$ cat src/rtl/lerp_pkg.sv
// Shared types, default widths and width helpers for the pipelined interpolator.
package lerp_pkg;

  typedef enum logic {
    ROUND_TRUNC   = 1'b0,
    ROUND_HALF_UP = 1'b1
  } round_mode_e;

  localparam int unsigned DEF_WIDTH    = 32;
  localparam int unsigned DEF_DECIMALS = 16;
  localparam int unsigned DEF_CHANNELS = 4;

  localparam int unsigned DIFF_W = DEF_WIDTH + 1;
  localparam int unsigned PROD_W = DEF_WIDTH + DEF_DECIMALS + 2;

  function automatic int unsigned ch_width(input int unsigned channels);
    return (channels <= 2) ? 1 : $clog2(channels);
  endfunction

  function automatic int unsigned diff_width(input int unsigned width);
    return width + 1;
  endfunction

  function automatic int unsigned prod_width(input int unsigned width, input int unsigned decimals);
    return width + decimals + 2;
  endfunction

endpackage

$ cat src/rtl/lerp_mul_stage.sv
// Registered exact signed multiply of the sample difference by the unsigned fraction.
module lerp_mul_stage
  import lerp_pkg::*;
#(
  parameter int unsigned DIFF_BITS = DIFF_W,
  parameter int unsigned FRAC_BITS = DEF_DECIMALS,
  parameter int unsigned PROD_BITS = PROD_W
) (
  input  logic                        clk,
  input  logic                        reset,
  input  logic                        en,
  input  logic signed [DIFF_BITS-1:0] diff,
  input  logic        [FRAC_BITS-1:0] frac,
  output logic signed [PROD_BITS-1:0] prod
);

  logic signed [PROD_BITS-1:0] prod_c;

  // Fraction is zero-extended so it multiplies as a non-negative signed value.
  assign prod_c = PROD_BITS'(diff) * PROD_BITS'($signed({1'b0, frac}));

  always_ff @(posedge clk) begin
    if (reset) begin
      prod <= '0;
    end else if (en) begin
      prod <= prod_c;
    end
  end

endmodule

$ cat src/rtl/lerp_pipe.sv
// Three-stage multi-channel linear interpolator with valid/ready on both sides.
module lerp_pipe
  import lerp_pkg::*;
#(
  parameter int unsigned WIDTH    = DEF_WIDTH,
  parameter int unsigned DECIMALS = DEF_DECIMALS,
  parameter int unsigned CHANNELS = DEF_CHANNELS,
  parameter int unsigned ROUND    = 0,
  localparam int unsigned CH_W    = ch_width(CHANNELS)
) (
  input  logic                clk,
  input  logic                reset,
  input  logic                in_valid,
  output logic                in_ready,
  input  logic [WIDTH-1:0]    in_first,
  input  logic [WIDTH-1:0]    in_second,
  input  logic [DECIMALS-1:0] in_frac,
  input  logic [CH_W-1:0]     in_ch,
  output logic                out_valid,
  input  logic                out_ready,
  output logic [WIDTH-1:0]    out_data,
  output logic [CH_W-1:0]     out_ch
);

  localparam int unsigned DIFF_BITS = diff_width(WIDTH);
  localparam int unsigned PROD_BITS = prod_width(WIDTH, DECIMALS);
  localparam round_mode_e RMODE     = (ROUND != 0) ? ROUND_HALF_UP : ROUND_TRUNC;
  localparam logic signed [PROD_BITS-1:0] RND =
    (RMODE == ROUND_HALF_UP) ? (PROD_BITS'(1) << (DECIMALS - 1)) : '0;

  logic advance;

  logic                        s1_valid;
  logic signed [WIDTH-1:0]     s1_first;
  logic signed [DIFF_BITS-1:0] s1_diff;
  logic [DECIMALS-1:0]         s1_frac;
  logic [CH_W-1:0]             s1_ch;

  logic                        s2_valid;
  logic signed [WIDTH-1:0]     s2_first;
  logic signed [PROD_BITS-1:0] s2_prod;
  logic [CH_W-1:0]             s2_ch;

  logic signed [DIFF_BITS-1:0] diff_c;
  logic signed [PROD_BITS-1:0] q_c;

  // All stages move in lockstep; only a held output blocks the pipe.
  assign advance  = !out_valid || out_ready;
  assign in_ready = advance;

  assign diff_c = DIFF_BITS'($signed(in_second)) - DIFF_BITS'($signed(in_first));
  assign q_c    = (s2_prod + RND) >>> DECIMALS;

  // S1: capture operands and form the exact difference.
  always_ff @(posedge clk) begin
    if (reset) begin
      s1_valid <= 1'b0;
      s1_first <= '0;
      s1_diff  <= '0;
      s1_frac  <= '0;
      s1_ch    <= '0;
    end else if (advance) begin
      s1_valid <= in_valid;
      if (in_valid) begin
        s1_first <= $signed(in_first);
        s1_diff  <= diff_c;
        s1_frac  <= in_frac;
        s1_ch    <= in_ch;
      end
    end
  end

  lerp_mul_stage #(
    .DIFF_BITS (DIFF_BITS),
    .FRAC_BITS (DECIMALS),
    .PROD_BITS (PROD_BITS)
  ) u_mul (
    .clk   (clk),
    .reset (reset),
    .en    (advance && s1_valid),
    .diff  (s1_diff),
    .frac  (s1_frac),
    .prod  (s2_prod)
  );

  // S2: side-band that travels alongside the multiplier register.
  always_ff @(posedge clk) begin
    if (reset) begin
      s2_valid <= 1'b0;
      s2_first <= '0;
      s2_ch    <= '0;
    end else if (advance) begin
      s2_valid <= s1_valid;
      if (s1_valid) begin
        s2_first <= s1_first;
        s2_ch    <= s1_ch;
      end
    end
  end

  // S3: scale, add back the start sample; result is bounded by the endpoints.
  always_ff @(posedge clk) begin
    if (reset) begin
      out_valid <= 1'b0;
      out_data  <= '0;
      out_ch    <= '0;
    end else if (advance) begin
      out_valid <= s2_valid;
      if (s2_valid) begin
        out_data <= s2_first + WIDTH'(q_c);
        out_ch   <= s2_ch;
      end
    end
  end

endmodule

$ cat config.mk
export PLATFORM = sky130hd
export DESIGN_NAME = lerp_pipe
export DESIGN_NICKNAME = d
export VERILOG_FILES = /design/src/rtl/lerp_pkg.sv /design/src/rtl/lerp_mul_stage.sv /design/src/rtl/lerp_pipe.sv
export SDC_FILE = /design/constraint.sdc
export NUM_CORES = 2
export LEC_CHECK = 0
export BUFFER_PORTS_ARGS = -buffer_cell sky130_fd_sc_hd__buf_4
export CAP_MARGIN = 5
export CORE_ASPECT_RATIO = 2
export CORE_UTILIZATION = 25
export CTS_CLUSTER_DIAMETER = 60
export DETAILED_ROUTE_END_ITERATION = 6
export REMOVE_ABC_BUFFERS = 1
export SLEW_MARGIN = 0
export SYNTH_ARGS = -nofsm -noshare
export SYNTH_HDL_FRONTEND = slang
export SYNTH_SLANG_ARGS = --single-unit
$ cat constraint.sdc
create_clock -name clk -period 7.21 [get_ports clk]
set_input_delay 1.442 -clock clk [delete_from_list [all_inputs] [get_ports clk]]
set_output_delay 1.442 -clock clk [all_outputs]
set_load 0.005 [all_outputs]
==> flow_results.xml <==
<?xml version="1.0" encoding="UTF-8"?>
<metrics>
  <group name="run_status">
    <metric name="status" unit="">complete, no violations</metric>
  </group>
  <group name="yosys">
    <metric name="dominantRegCellSynth" unit="">sky130_fd_sc_hd__dfxtp_1</metric>
    <metric name="yosys_warnings" unit="">0</metric>
    <metric name="synth_sequential_area_ratio" unit="%">13.74</metric>
    <metric name="avgSynthCellArea" unit="sq um">8.414</metric>
    <metric name="mappedNetlistArea" unit="sq mm">0.02710</metric>
    <metric name="post_synth_inst_count" unit="">3221</metric>
    <metric name="ys_seq_elements" unit="">186</metric>
    <metric name="synth_async_sr_flop_share" unit="%">0</metric>
    <metric name="synth_edf_count" unit="">0</metric>
    <metric name="synth.distinct_cells" unit="">74</metric>
  </group>
  <group name="timing">
    <metric name="rsz_0062_raised_after_global_routing" unit="">no</metric>
    <metric name="finalHoldViolations" unit="">0</metric>
    <metric name="max_freq" unit="MHz">144.4</metric>
    <metric name="slew-limit-headroom" unit="%">42.33</metric>
    <metric name="final.setup.tns" unit="ns">0</metric>
    <metric name="worst_clock_skew" unit="ns">0.02213</metric>
    <metric name="post-route-min-period" unit="ns">6.924</metric>
    <metric name="setup_violations" unit="">0</metric>
    <metric name="timing.final.crit_share" unit="%">96.03</metric>
    <metric name="report.final.slew_viol_count" unit="">0</metric>
    <metric name="worstMarginPinSlew" unit="ns">0.8651</metric>
  </group>
  <group name="cts">
    <metric name="cts.path.max_buffers" unit="">2</metric>
    <metric name="numCtsBuffers" unit="">17</metric>
    <metric name="clkTransAtPathRegs" unit="ns">0.08</metric>
    <metric name="cts.sinks" unit="">186</metric>
    <metric name="tritoncts" unit="">built</metric>
    <metric name="clock_insertion_delay_worst_skew" unit="ns">0.49</metric>
    <metric name="cts_max_level" unit="">4</metric>
    <metric name="cts_hold_buffers" unit="">0</metric>
    <metric name="cts_root_buffer" unit="">sky130_fd_sc_hd__clkbuf_16</metric>
  </group>
  <group name="global_routing">
    <metric name="grt_pass1_vias" unit="">23658</metric>
    <metric name="pin_count_of_the_biggest_net_entering_global_routing" unit="">79</metric>
    <metric name="track_usage" unit="%">15.50</metric>
    <metric name="antenna_found_initial" unit="">0</metric>
    <metric name="grt_pass1_wl" unit="um">130600</metric>
    <metric name="globalRoute.totalOverflow" unit="">0</metric>
  </group>
  <group name="finish">
    <metric name="layout.nets" unit="">4036</metric>
    <metric name="n_antenna_cell" unit="">0</metric>
    <metric name="register_area" unit="sq mm">0.003739</metric>
    <metric name="final_layout_size_suffix_gt1_share" unit="%">8.341</metric>
    <metric name="multiInputGateArea" unit="sq mm">0.02053</metric>
    <metric name="finalCoreUtilization" unit="%">28.41</metric>
    <metric name="areaGrowthSynthToFinish" unit="%">12.61</metric>
    <metric name="n_fill_cell" unit="">11500</metric>
  </group>
  <group name="detailed_routing">
    <metric name="ant_nets" unit="">0</metric>
    <metric name="via_count" unit="">21663</metric>
    <metric name="initial_drt_markers" unit="">796</metric>
    <metric name="avgViaCountPerCell" unit="">4.636</metric>
    <metric name="drt_drc_violations_left" unit="">0</metric>
    <metric name="route.final.wire_length" unit="um">82980</metric>
    <metric name="drt_pre_antenna_iters" unit="">6</metric>
    <metric name="routed_wire_length_per_instance" unit="um">17.76</metric>
  </group>
  <group name="worst_setup_path">
    <metric name="start_kind" unit="">flip-flop</metric>
    <metric name="cp_common_cell" unit="">sky130_fd_sc_hd__fa_1</metric>
    <metric name="cp_data_arrival_time" unit="ns">7.33</metric>
    <metric name="worst-r2r-cell-count" unit="">21</metric>
    <metric name="worstSetupEndpointType" unit="">flip-flop</metric>
    <metric name="critical_path_required" unit="ns">7.61</metric>
    <metric name="path_class" unit="">reg2reg</metric>
    <metric name="critical-path-slowest-cell" unit="">sky130_fd_sc_hd__dfxtp_1</metric>
    <metric name="critical_path.cell_chain" unit="">and2_1, fa_1, inv_1, fa_1, fa_1, inv_1, fa_1, fa_1, inv_1, fa_1, inv_1, ha_1, nand4_1, nor3_1, and4b_1, o21ai_0, a21boi_1, o22ai_1, xnor2_1, nand2_1, a21oi_1</metric>
    <metric name="crit_path_max_incr_delay" unit="ns">0.80</metric>
    <metric name="worst-path-max-fanout" unit="">12</metric>
  </group>
  <group name="pwr">
    <metric name="p_int" unit="mW">2.314</metric>
    <metric name="power.share.switching" unit="%">43.29</metric>
    <metric name="ir_worst_vdd" unit="mV">0.2131</metric>
    <metric name="power.share.clock" unit="%">25.2</metric>
    <metric name="p_seq_share" unit="%">30.0</metric>
    <metric name="power_per_cell_area" unit="mW/mm^2">133.7</metric>
    <metric name="power.net_switching" unit="mW">1.767</metric>
    <metric name="total_power" unit="mW">4.081</metric>
    <metric name="power.static_leakage" unit="nW">14.89</metric>
    <metric name="combinational_share_of_power" unit="%">44.8</metric>
  </group>
  <group name="die">
    <metric name="floorplan.core_area" unit="sq mm">0.1074</metric>
    <metric name="dieHeight" unit="um">467.6</metric>
    <metric name="ioPinCount" unit="">122</metric>
    <metric name="die_outline_area" unit="sq mm">0.1098</metric>
    <metric name="floorplan.die.width" unit="um">234.8</metric>
    <metric name="rows" unit="">170</metric>
    <metric name="initial_utilization" unit="%">25.23</metric>
  </group>
  <group name="min_path">
    <metric name="min-delay-path-class" unit="">reg2reg</metric>
    <metric name="worstHoldPathCells" unit="">2</metric>
  </group>
  <group name="flow_run">
    <metric name="drv_cap" unit="">0</metric>
  </group>
  <group name="placement">
    <metric name="portBuffers" unit="">121</metric>
    <metric name="dpl.hpwl" unit="um">69650</metric>
    <metric name="gpl.final_weighted_congestion" unit="">0.9628</metric>
  </group>
</metrics>
==> layout by cell type, fill, tap and decap left out, drive strengths merged, types with 9 or more instances in the layout <==
master  count
a21o       56
a31oi      13
and4        9
and3       17
xnor2      54
nand4      12
clkinv      9
ha        175
o21ai      59
fa        491
a211oi     15
clkbuf     17
nand2b     11
o21a       12
xor2       30
nor2b      13
dfxtp     186
inv       609
buf       202
o21bai      9
nand2     647
a21oi     217
nor2       54
nor3       18
and2      237
nand3      35
==> cell families (layout without fill, tap and decap cells) <==
kind of cell,Yosys count,in the layout,share of synthesized area (%)
flip-flops,186,186,13.74
multiplexers,2,2,0.07387
AND/OR/NAND/NOR,1080,1080,18.43
buffers and inverters,762,838,10.57
XOR/XNOR,84,84,2.715
AO/OA/AOI/OAI,441,441,10.12
adder cells (fa/ha/maj),666,666,44.35
==> power groups by stage <==
stage	Clock (mW)	Combinational [mW]	Sequential, mW
after floorplan	0	1.10	1.21
after detailed placement	0	1.83	1.24
after global routing	1.08	2.04	1.23
after CTS	1.05	1.85	1.22
after global placement	0	1.83	1.24
final	1.03	1.83	1.22
==> worst max-delay path: cells and delay by family, from the launching register on <==
kind / cells / cell delay (ns)
flops: 1 / 0.80
buf+inv: 4 / 0.23
xor+xnor: 1 / 0.24
compound gates: 4 / 0.91
fa+ha+maj: 7 / 3.27
simple gates: 5 / 1.38
==> final cells by class <==
cell class / instances / share of cell area [%]
timing repair buffer: 202 / 5.350
multi-input combinational: 2273 / 67.27
clock buffer: 17 / 1.394
inverter: 604 / 7.429
tap: 1376 / 5.641
sequential: 186 / 12.25
clock inverter: 15 / 0.6642
==> synth_stat cells, types with 4 or more instances <==
master	number	share of area, %
sky130_fd_sc_hd__nor2_1	54	0.75
sky130_fd_sc_hd__nand2_1	647	9.0
sky130_fd_sc_hd__inv_1	602	8.3
sky130_fd_sc_hd__dfxtp_1	186	14
sky130_fd_sc_hd__o21ai_1	5	0.092
sky130_fd_sc_hd__nand2b_1	11	0.25
sky130_fd_sc_hd__nor4b_1	6	0.19
sky130_fd_sc_hd__or3_1	8	0.18
sky130_fd_sc_hd__o31ai_1	6	0.17
sky130_fd_sc_hd__xor2_1	30	0.97
sky130_fd_sc_hd__a31o_2	5	0.16
sky130_fd_sc_hd__a21oi_1	215	4.0
sky130_fd_sc_hd__nor3_1	18	0.33
sky130_fd_sc_hd__nor2b_1	12	0.28
sky130_fd_sc_hd__fa_1	491	36
sky130_fd_sc_hd__o21a_1	12	0.33
sky130_fd_sc_hd__o21bai_1	9	0.25
sky130_fd_sc_hd__xnor2_1	54	1.7
sky130_fd_sc_hd__nand4_1	12	0.28
sky130_fd_sc_hd__and2_1	237	5.5
sky130_fd_sc_hd__clkbuf_1	146	2.0
sky130_fd_sc_hd__and4_1	9	0.29
sky130_fd_sc_hd__o21ai_0	53	0.98
sky130_fd_sc_hd__and3_1	17	0.39
sky130_fd_sc_hd__a31oi_1	12	0.28
sky130_fd_sc_hd__o211ai_1	8	0.22
sky130_fd_sc_hd__o31a_1	5	0.16
sky130_fd_sc_hd__or4_1	4	0.11
sky130_fd_sc_hd__a21o_1	56	1.6
sky130_fd_sc_hd__buf_1	9	0.12
sky130_fd_sc_hd__a211o_1	5	0.16
sky130_fd_sc_hd__ha_1	175	8.1
sky130_fd_sc_hd__nand3_1	35	0.65
sky130_fd_sc_hd__a211oi_1	14	0.39
==> sequential cells by signal, indices dropped and copies added (netlist names), 2 cells and up <==
| signal | cells |
|---|---|
| out_ch | 2 |
| s1_ch | 2 |
| s1_diff | 33 |
| out_data | 32 |
| s2_ch | 2 |
| s1_frac | 16 |
| s1_first | 32 |
| s2_first | 32 |
| u_mul.prod | 32 |
==> per-stage QoR <==
stage / area (sq um) / hold WS, ns / worst slack [ns] / std cells
after floorplan: 26500 / 0.4260 / 0.8959 / 3063
after global placement: 29870 / 0.4362 / 0.1012 / 4641
after detailed placement: 29870 / 0.4410 / 0.04365 / 4641
after CTS: 30500 / 0.4544 / 0.03235 / 4673
after global routing: 30520 / 0.4699 / 0.01651 / 4673
final: 30520 / 0.4521 / 0.2859 / 4673
==> path summary, 6_finish.rpt <==
kind	start	end	slack [ns]
worst max-delay path	s1_diff[14]	u_mul.prod[40]	0.29
worst min-delay path	s1_first[11]	s2_first[11]	0.45
worst max register to register	s1_diff[14]	u_mul.prod[40]	0.29
worst min register to register	s1_first[11]	s2_first[11]	0.45
==> per-layer routing <==
metal | global-route usage [%] | vias to the layer above | part of all wire (%)
met1 | 13.98 | 10885 | 32
li1 | - | 9976 | -
met2 | 31.86 | 543 | 58
met4 | 10.65 | 0 | 7.2
met5 | 0 | - | 0
met3 | 1.452 | 259 | 2.6
==> repair_timing <==
item | in CTS | in global routing
hold endpoints to repair | 0 | 0
endpoints found under the setup margin | 1 | 12
setup buffers | 0 | 0
resized for setup | 1 | 12
Power figures use the tool's default switching activity.
